**config.mk**
```make
export PLATFORM = sky130hd
export DESIGN_NAME = vga_pixel_streamer
export DESIGN_NICKNAME = d
export VERILOG_FILES = /design/src/rtl/vga_timing_pkg.sv /design/src/rtl/vga_pix_tick.sv /design/src/rtl/vga_pixel_streamer.sv
export SDC_FILE = /design/constraint.sdc
export NUM_CORES = 1
export LEC_CHECK = 0
export ABC_AREA = 1
export BUFFER_PORTS_ARGS = -buffer_cell sky130_fd_sc_hd__buf_4
export CORE_ASPECT_RATIO = 1.25
export CORE_UTILIZATION = 50
export DETAILED_ROUTE_END_ITERATION = 8
export PLACE_DENSITY = 0.71
export SYNTH_ARGS = -nofsm -noshare
export SYNTH_HDL_FRONTEND = slang
export SYNTH_SLANG_ARGS = --single-unit
```
**constraint.sdc**
```tcl
create_clock -name clk -period 2.6 [get_ports clk]
set_input_delay 0.13 -clock clk [delete_from_list [all_inputs] [get_ports clk]]
set_output_delay 0.13 -clock clk [all_outputs]
set_load 0.02 [all_outputs]
```
**src/rtl/vga_timing_pkg.sv**
```systemverilog
// Shared timing defaults and types for the VGA pixel streamer.
// Contents:
//   *_DEF        default porch/sync/visible sizes (pixels, lines)
//   coord_x_t    9-bit column (also wide enough for the full line count 0..308)
//   coord_y_t    8-bit visible row as presented on the fetch interface
//   line_cnt_t   9-bit internal line counter (frame is 262 lines)
//   fetch_state_e  pixel fetch FSM states
package vga_timing_pkg;

  localparam int H_DISP_DEF = 256;
  localparam int H_FP_DEF   = 7;
  localparam int H_SYNC_DEF = 23;
  localparam int H_BP_DEF   = 23;

  localparam int V_DISP_DEF = 240;
  localparam int V_FP_DEF   = 14;
  localparam int V_SYNC_DEF = 3;
  localparam int V_BP_DEF   = 5;

  typedef logic [8:0] coord_x_t;
  typedef logic [7:0] coord_y_t;
  typedef logic [8:0] line_cnt_t;

  typedef enum logic [1:0] {
    IDLE,
    WAIT,
    HAVE
  } fetch_state_e;

endpackage

```
**src/rtl/vga_pix_tick.sv**
```systemverilog
// Pixel-rate divider. div counts 0..PIX_DIV-1; tick is high for the one clk
// in which div sits at PIX_DIV-1, so h/v advance once every PIX_DIV clks.
// Ports:
//   clk    in   system clock
//   reset  in   asynchronous, active-low reset
//   tick   out  pixel tick, one clk wide
module vga_pix_tick #(
  parameter int PIX_DIV = 2
) (
  input  logic clk,
  input  logic reset,
  output logic tick
);

  localparam int DIV_W = $clog2(PIX_DIV);
  localparam logic [DIV_W-1:0] DIV_LAST = DIV_W'(PIX_DIV - 1);

  logic [DIV_W-1:0] div;

  always_ff @(posedge clk or negedge reset) begin
    if (!reset) begin
      div <= '0;
    end else if (div == DIV_LAST) begin
      div <= '0;
    end else begin
      div <= div + DIV_W'(1);
    end
  end

  assign tick = (div == DIV_LAST);

endmodule

```
**src/rtl/vga_pixel_streamer.sv**
```systemverilog
// VGA transmitter: raster counters, one-pixel-ahead fetch FSM and the
// registered hsync/vsync/rgb output stage.
//
// Fetch FSM states:
//   state | meaning
//   IDLE  | no fetch outstanding (blanking, or the first pixel after reset)
//   WAIT  | pix_req issued, waiting for pix_ack before the next tick
//   HAVE  | pixel colour latched, emitted on the next tick
//
// Ports:
//   clk, reset        system clock, async active-low reset
//   pix_req           one-clk fetch request for (req_x, req_y)
//   req_x, req_y      requested visible coordinate
//   pix_ack, pix_rgb  fetch response; pix_rgb valid when pix_ack=1
//   clr_underrun      clears the sticky underrun flag
//   underrun          sticky: a fetch missed its deadline
//   hsync, vsync      active-low sync, idle high
//   rgb               pixel colour, 0 outside the visible area
//   frame_start       one-clk pulse when pixel (0,0) reaches the outputs
//   frame_cnt         frames started since reset, wraps
module vga_pixel_streamer
  import vga_timing_pkg::*;
#(
  parameter int H_DISP  = H_DISP_DEF,
  parameter int H_FP    = H_FP_DEF,
  parameter int H_SYNC  = H_SYNC_DEF,
  parameter int H_BP    = H_BP_DEF,
  parameter int V_DISP  = V_DISP_DEF,
  parameter int V_FP    = V_FP_DEF,
  parameter int V_SYNC  = V_SYNC_DEF,
  parameter int V_BP    = V_BP_DEF,
  parameter int PIX_DIV = 2,
  parameter int RGB_W   = 3,
  parameter logic [RGB_W-1:0] UNDERRUN_RGB = '1
) (
  input  logic             clk,
  input  logic             reset,
  output logic             pix_req,
  output coord_x_t         req_x,
  output coord_y_t         req_y,
  input  logic             pix_ack,
  input  logic [RGB_W-1:0] pix_rgb,
  input  logic             clr_underrun,
  output logic             underrun,
  output logic             hsync,
  output logic             vsync,
  output logic [RGB_W-1:0] rgb,
  output logic             frame_start,
  output logic [15:0]      frame_cnt
);

  localparam coord_x_t  H_VIS_END  = coord_x_t'(H_DISP);
  localparam coord_x_t  H_SYNC_BEG = coord_x_t'(H_DISP + H_FP);
  localparam coord_x_t  H_SYNC_END = coord_x_t'(H_DISP + H_FP + H_SYNC);
  localparam coord_x_t  H_LAST     = coord_x_t'(H_DISP + H_FP + H_SYNC + H_BP - 1);
  localparam line_cnt_t V_VIS_END  = line_cnt_t'(V_DISP);
  localparam line_cnt_t V_SYNC_BEG = line_cnt_t'(V_DISP + V_FP);
  localparam line_cnt_t V_SYNC_END = line_cnt_t'(V_DISP + V_FP + V_SYNC);
  localparam line_cnt_t V_LAST     = line_cnt_t'(V_DISP + V_FP + V_SYNC + V_BP - 1);

  logic         tick;
  coord_x_t     h_cnt, h_nxt;
  line_cnt_t    v_cnt, v_nxt;
  logic         cur_vis, nxt_vis, h_in_sync, v_in_sync;

  fetch_state_e     state, state_nxt;
  logic [RGB_W-1:0] held, rgb_nxt;
  logic             miss, issue, take;

  vga_pix_tick #(
    .PIX_DIV (PIX_DIV)
  ) u_pix_tick (
    .clk   (clk),
    .reset (reset),
    .tick  (tick)
  );

  always_comb begin
    h_nxt = h_cnt + 9'd1;
    v_nxt = v_cnt;
    if (h_cnt == H_LAST) begin
      h_nxt = '0;
      v_nxt = (v_cnt == V_LAST) ? '0 : v_cnt + 9'd1;
    end
  end

  assign cur_vis   = (h_cnt < H_VIS_END) && (v_cnt < V_VIS_END);
  assign nxt_vis   = (h_nxt < H_VIS_END) && (v_nxt < V_VIS_END);
  assign h_in_sync = (h_cnt >= H_SYNC_BEG) && (h_cnt < H_SYNC_END);
  assign v_in_sync = (v_cnt >= V_SYNC_BEG) && (v_cnt < V_SYNC_END);

  always_ff @(posedge clk or negedge reset) begin
    if (!reset) begin
      h_cnt <= '0;
      v_cnt <= '0;
    end else if (tick) begin
      h_cnt <= h_nxt;
      v_cnt <= v_nxt;
    end
  end

  always_ff @(posedge clk or negedge reset) begin
    if (!reset) begin
      state <= IDLE;
    end else begin
      state <= state_nxt;
    end
  end

  // The ack must land strictly before the tick that consumes the pixel: an
  // ack in the tick clk itself is late and ignored, because the same edge
  // already launches the fetch for the following pixel. A visible tick seen
  // in IDLE only happens for the first pixel after reset (nothing could be
  // fetched ahead of it); it is emitted as black and is not an underrun.
  always_comb begin
    state_nxt = state;
    rgb_nxt   = '0;
    miss      = 1'b0;
    issue     = 1'b0;
    take      = 1'b0;
    if (tick) begin
      if (cur_vis) begin
        case (state)
          HAVE:    rgb_nxt = held;
          WAIT: begin
            rgb_nxt = UNDERRUN_RGB;
            miss    = 1'b1;
          end
          default: rgb_nxt = '0;
        endcase
      end
      issue     = nxt_vis;
      state_nxt = nxt_vis ? WAIT : IDLE;
    end else if ((state == WAIT) && pix_ack) begin
      take      = 1'b1;
      state_nxt = HAVE;
    end
  end

  always_ff @(posedge clk or negedge reset) begin
    if (!reset) begin
      pix_req     <= 1'b0;
      req_x       <= '0;
      req_y       <= '0;
      held        <= '0;
      underrun    <= 1'b0;
      hsync       <= 1'b1;
      vsync       <= 1'b1;
      rgb         <= '0;
      frame_start <= 1'b0;
      frame_cnt   <= '0;
    end else begin
      pix_req     <= issue;
      frame_start <= 1'b0;
      if (issue) begin
        req_x <= h_nxt;
        req_y <= coord_y_t'(v_nxt);
      end
      if (take) begin
        held <= pix_rgb;
      end
      // a new miss outranks a simultaneous clear
      if (miss) begin
        underrun <= 1'b1;
      end else if (clr_underrun) begin
        underrun <= 1'b0;
      end
      if (tick) begin
        hsync <= !h_in_sync;
        vsync <= !v_in_sync;
        rgb   <= rgb_nxt;
        if ((h_cnt == '0) && (v_cnt == '0)) begin
          frame_start <= 1'b1;
          frame_cnt   <= frame_cnt + 16'd1;
        end
      end
    end
  end

endmodule

```
==> results by group <==
Routing
  – Initial DRC Count: 201
  – Drt drc: 0
  – Vias per Instance: 5.14
  – Routed WL: approximately 7500 microns
  – DR WL/cell: 13.1 microns
  – Total number of vias: about 3000
  – Drt pass-1 iters: 4
  – Post-DRT Antenna Nets: 0

Die
  – Die Span Y: 95.2 microns
  – Rows: 33
  – Starting density of the core: 52.2%
  – Die ar.: roughly 0.0073 sq mm
  – IO Pins: 48
  – Die Wd: 76.5 microns
  – Core area: around 0.0066 sq mm

Clock network
  – Max clock buf depth: 2
  – CTS clk-pin slew, worst paths: 0.07 ns
  – CTS Hold Buffers Added: 2
  – CTS tree: built
  – Root Driver: clkbuf_8
  – Num Clock Sinks: between 60 and 70
  – H-tree depth: 3
  – Postcts setup bufs: 0
  – Clk Latency, worst-skew pair: 0.34 ns
  – # resized after CTS: 0
  – Clock buffer count from CTS: 9

Pwr
  – Psw: 415 uW
  – Power per cell area: around 480 mW/mm^2
  – Clk pwr share: 44.4%
  – Leakage: 2.11 nW
  – Max IR drop VDD: 374 uV
  – Sw frac: between 20% and 30%
  – Part of the power in combinational logic: 3.0%
  – Power consumption: approximately 2 mW
  – Flop pwr share: 52.7%
  – Pint: 1.54 mW

Synthesis
  – Simple-Gate Fraction of Synth Area: 30.0%
  – Distinct cells, synth: 36
  – Syn_area_per_cell: 8.02 sq um
  – Seq/Total Area, Yosys: 46.9%
  – Most common cell in the synthesized netlist: nand2_1
  – Synth Area in Compound Gates: around 7.1%
  – Top post-synthesis cells by area: dfrtp_1, nand2_1, nand3_1
  – Yosys top cell by area: dfrtp_1
  – Syn Nets: 448
  – Syn Inst Count: 433
  – Number of synthesized flops with an enable pin: 0
  – Post-synth top cells: nand2_1, dfrtp_1, inv_1
  – XOR/XNOR Fraction of Synth Area: 4.29%
  – Mux contribution to synthesized area: 0.973%
  – Synth warn: 0
  – Ys flop type: dfrtp_1
  – Synth top area share: 45.4%
  – Synthesized-area fraction occupied by adder cells: 2.88%
  – Syn Std Cell Area: between 0.003 and 0.004 sq mm
  – Synthesized flop and latch total: 65
  – Largest family of logic cells by synthesized area: simple AND/OR/NAND/NOR gates
  – FFs w/ async S/R, synth: 100%

Finish
  – Final core occ: 61.6%
  – Layout area overhead: 17.9%
  – Final Cell Area: 0.00410 sq mm
  – Ant diodes: 0
  – Fill count: 637
  – Fraction of layout cells with a size suffix above 1: between 10% and 20%
  – Final net count: 499
  – Layout Cells excl Fill: between 500 and 600

Critical path
  – Worst r2r dst: req_x[8]
  – Worst-path fanout max: 20
  – Critical path required time: 2.88 ns
  – RR Startpoint: h_cnt[0]
  – Crit Path Class: reg -> reg
  – R2R depth: 15
  – Crit path launch type: register
  – CP Capture Type: register
  – R2r setup slk: 0.42 ns
  – CP arrival: around 2.5 ns

Placed design
  – Place WS: 0.452 ns
  – Cell Area, Placed: 0.00388 sq mm
  – Gp weighted congestion: 0.903
  – Placed cells: 558
  – HPWL after detailed placement: 5400 microns
  – IO buf count: 47

Global route
  – First-pass GRT wire length: 12800 microns
  – Largest net degree at the start of global routing: 66
  – Global route overflow: 0
  – Overall routing resource usage: a little under a quarter
  – Initial antenna violation count: 0
  – Vias in the first global route: 2859

STA
  – Worst slew pin tran: 0.828 ns
  – Post-route clock period utilization: 83.9%
  – Tmin final: 2.18 ns
  – Hold Vio Cnt, Final: 0
  – Hold_ws: 0.0187 ns
  – RSZ-0062 raised after global routing: false
  – Final setup TNS: 0 ns
  – Final WS setup: around 0.42 ns
  – Final setup vio count: 0
  – Skew final: 0.00653 ns
  – Slew HR: 44.8%
  – Final Max Tran Viols: 0
  – Max Freq: 0.458 GHz

Flow run
  – Max Cap Viol: 0

Worst hold path
  – Hold Crit Depth: 2
  – Worst Hold Launch: pix_rgb[2]
  – Hold EP: held[2]
  – Worst Hold Class: in -> reg

Status
  – Status: complete, no violations
-- how the worst max path moves through the flow --
stage / startpoint / end / slack (ns) / cells after the start
2_1_floorplan: h_cnt[0] / req_x[4] / 0.77 / 15
3_3_place_gp: h_cnt[0] / state[0] / 0.51 / 14
3_5_place_dp: h_cnt[0] / req_x[8] / 0.45 / 15
4_1_cts: h_cnt[0] / req_x[8] / 0.42 / 15
5_1_grt: h_cnt[1] / req_x[2] / 0.23 / 15
6_report: h_cnt[0] / req_x[8] / 0.42 / 15
-- logic make-up (layout without fill, tap and decap cells) --
logic type | after synthesis | after routing
buf+inv | 65 | 121
xor+xnor | 17 | 17
simple gates | 230 | 230
flops | 65 | 65
fa+ha+maj | 8 | 8
mux | 3 | 3
compound gates | 45 | 45
-- cell usage in the layout, fill, tap and decap left out, drive strengths merged --
cell / netlist / layout
nand3: 44 / 44
o21a: 1 / 1
xnor2: 5 / 5
mux2: 3 / 3
nor4: 2 / 2
nand4: 7 / 7
o21ai: 29 / 29
ha: 8 / 8
o31ai: 4 / 4
buf: 6 / 49
clkinv: 2 / 4
bufinv: 0 / 1
inv: 52 / 52
a41oi: 1 / 1
nor3: 18 / 18
a21oi: 10 / 10
dfstp: 2 / 2
dlygate4sd3: 0 / 2
clkbuf: 5 / 13
nand2: 129 / 129
or2: 1 / 1
xor2: 12 / 12
dfrtp: 63 / 63
nor2: 29 / 29
-- critical path, cell delays in order (launching register included) --
cell and delay, ns:
dfrtp_1 0.41, inv_1 0.08, ha_1 0.20, nand2_1 0.07
inv_1 0.05, nand2_1 0.08, nor2_4 0.09, buf_4 0.24
nand2_1 0.08, nand2_1 0.08, nand2_2 0.08, nor2_4 0.13
nand2_4 0.16, nand2_8 0.18, inv_1 0.07, nor2_1 0.08
-- metal layers --
| layer | routed length, microns | track usage (%) | vias to the layer above |
|---|---|---|---|
| met5 | 0 | 0 | - |
| met4 | 164 | 13.5 | 0 |
| met3 | 270 | 3.25 | 13 |
| met2 | 3700 | 39.1 | 72 |
| met1 | 3400 | 27.1 | 1384 |
| li1 | - | - | 1493 |
-- cell type report --
cell class | count | area (sq um) | area share, %
sequential | 65 | 1630 | 39.8
multi-input combinational | 303 | 1570 | 38.3
timing repair buffer | 51 | 388 | 9.47
inverter | 54 | 203 | 4.95
clock buffer | 13 | 159 | 3.88
tap | 87 | 109 | 2.66
clock inverter | 3 | 40.0 | 0.977
-- power groups by stage --
| stage | Clock (mW) | Combinational [mW] | Sequential, mW |
|---|---|---|---|
| 3_5_place_dp | 0 | 0.0581 | 1.05 |
| 3_3_place_gp | 0 | 0.0557 | 1.05 |
| 5_1_grt | 0.930 | 0.0653 | 1.03 |
| 6_report | 0.866 | 0.0580 | 1.03 |
| 4_1_cts | 0.891 | 0.0605 | 1.03 |
| 2_1_floorplan | 0 | 0.0147 | 1.05 |
-- flip-flops by register name, summed over array words and instances, names as in the netlist --
signal and count:
frame_cnt 16, h_cnt 9, req_x 9, v_cnt 9, req_y 8, held 3, rgb 3, state 2
frame_start 1, hsync 1, pix_req 1, u_pix_tick.tick 1, underrun 1, vsync 1
No activity file was read; power rests on OpenSTA's default activity.
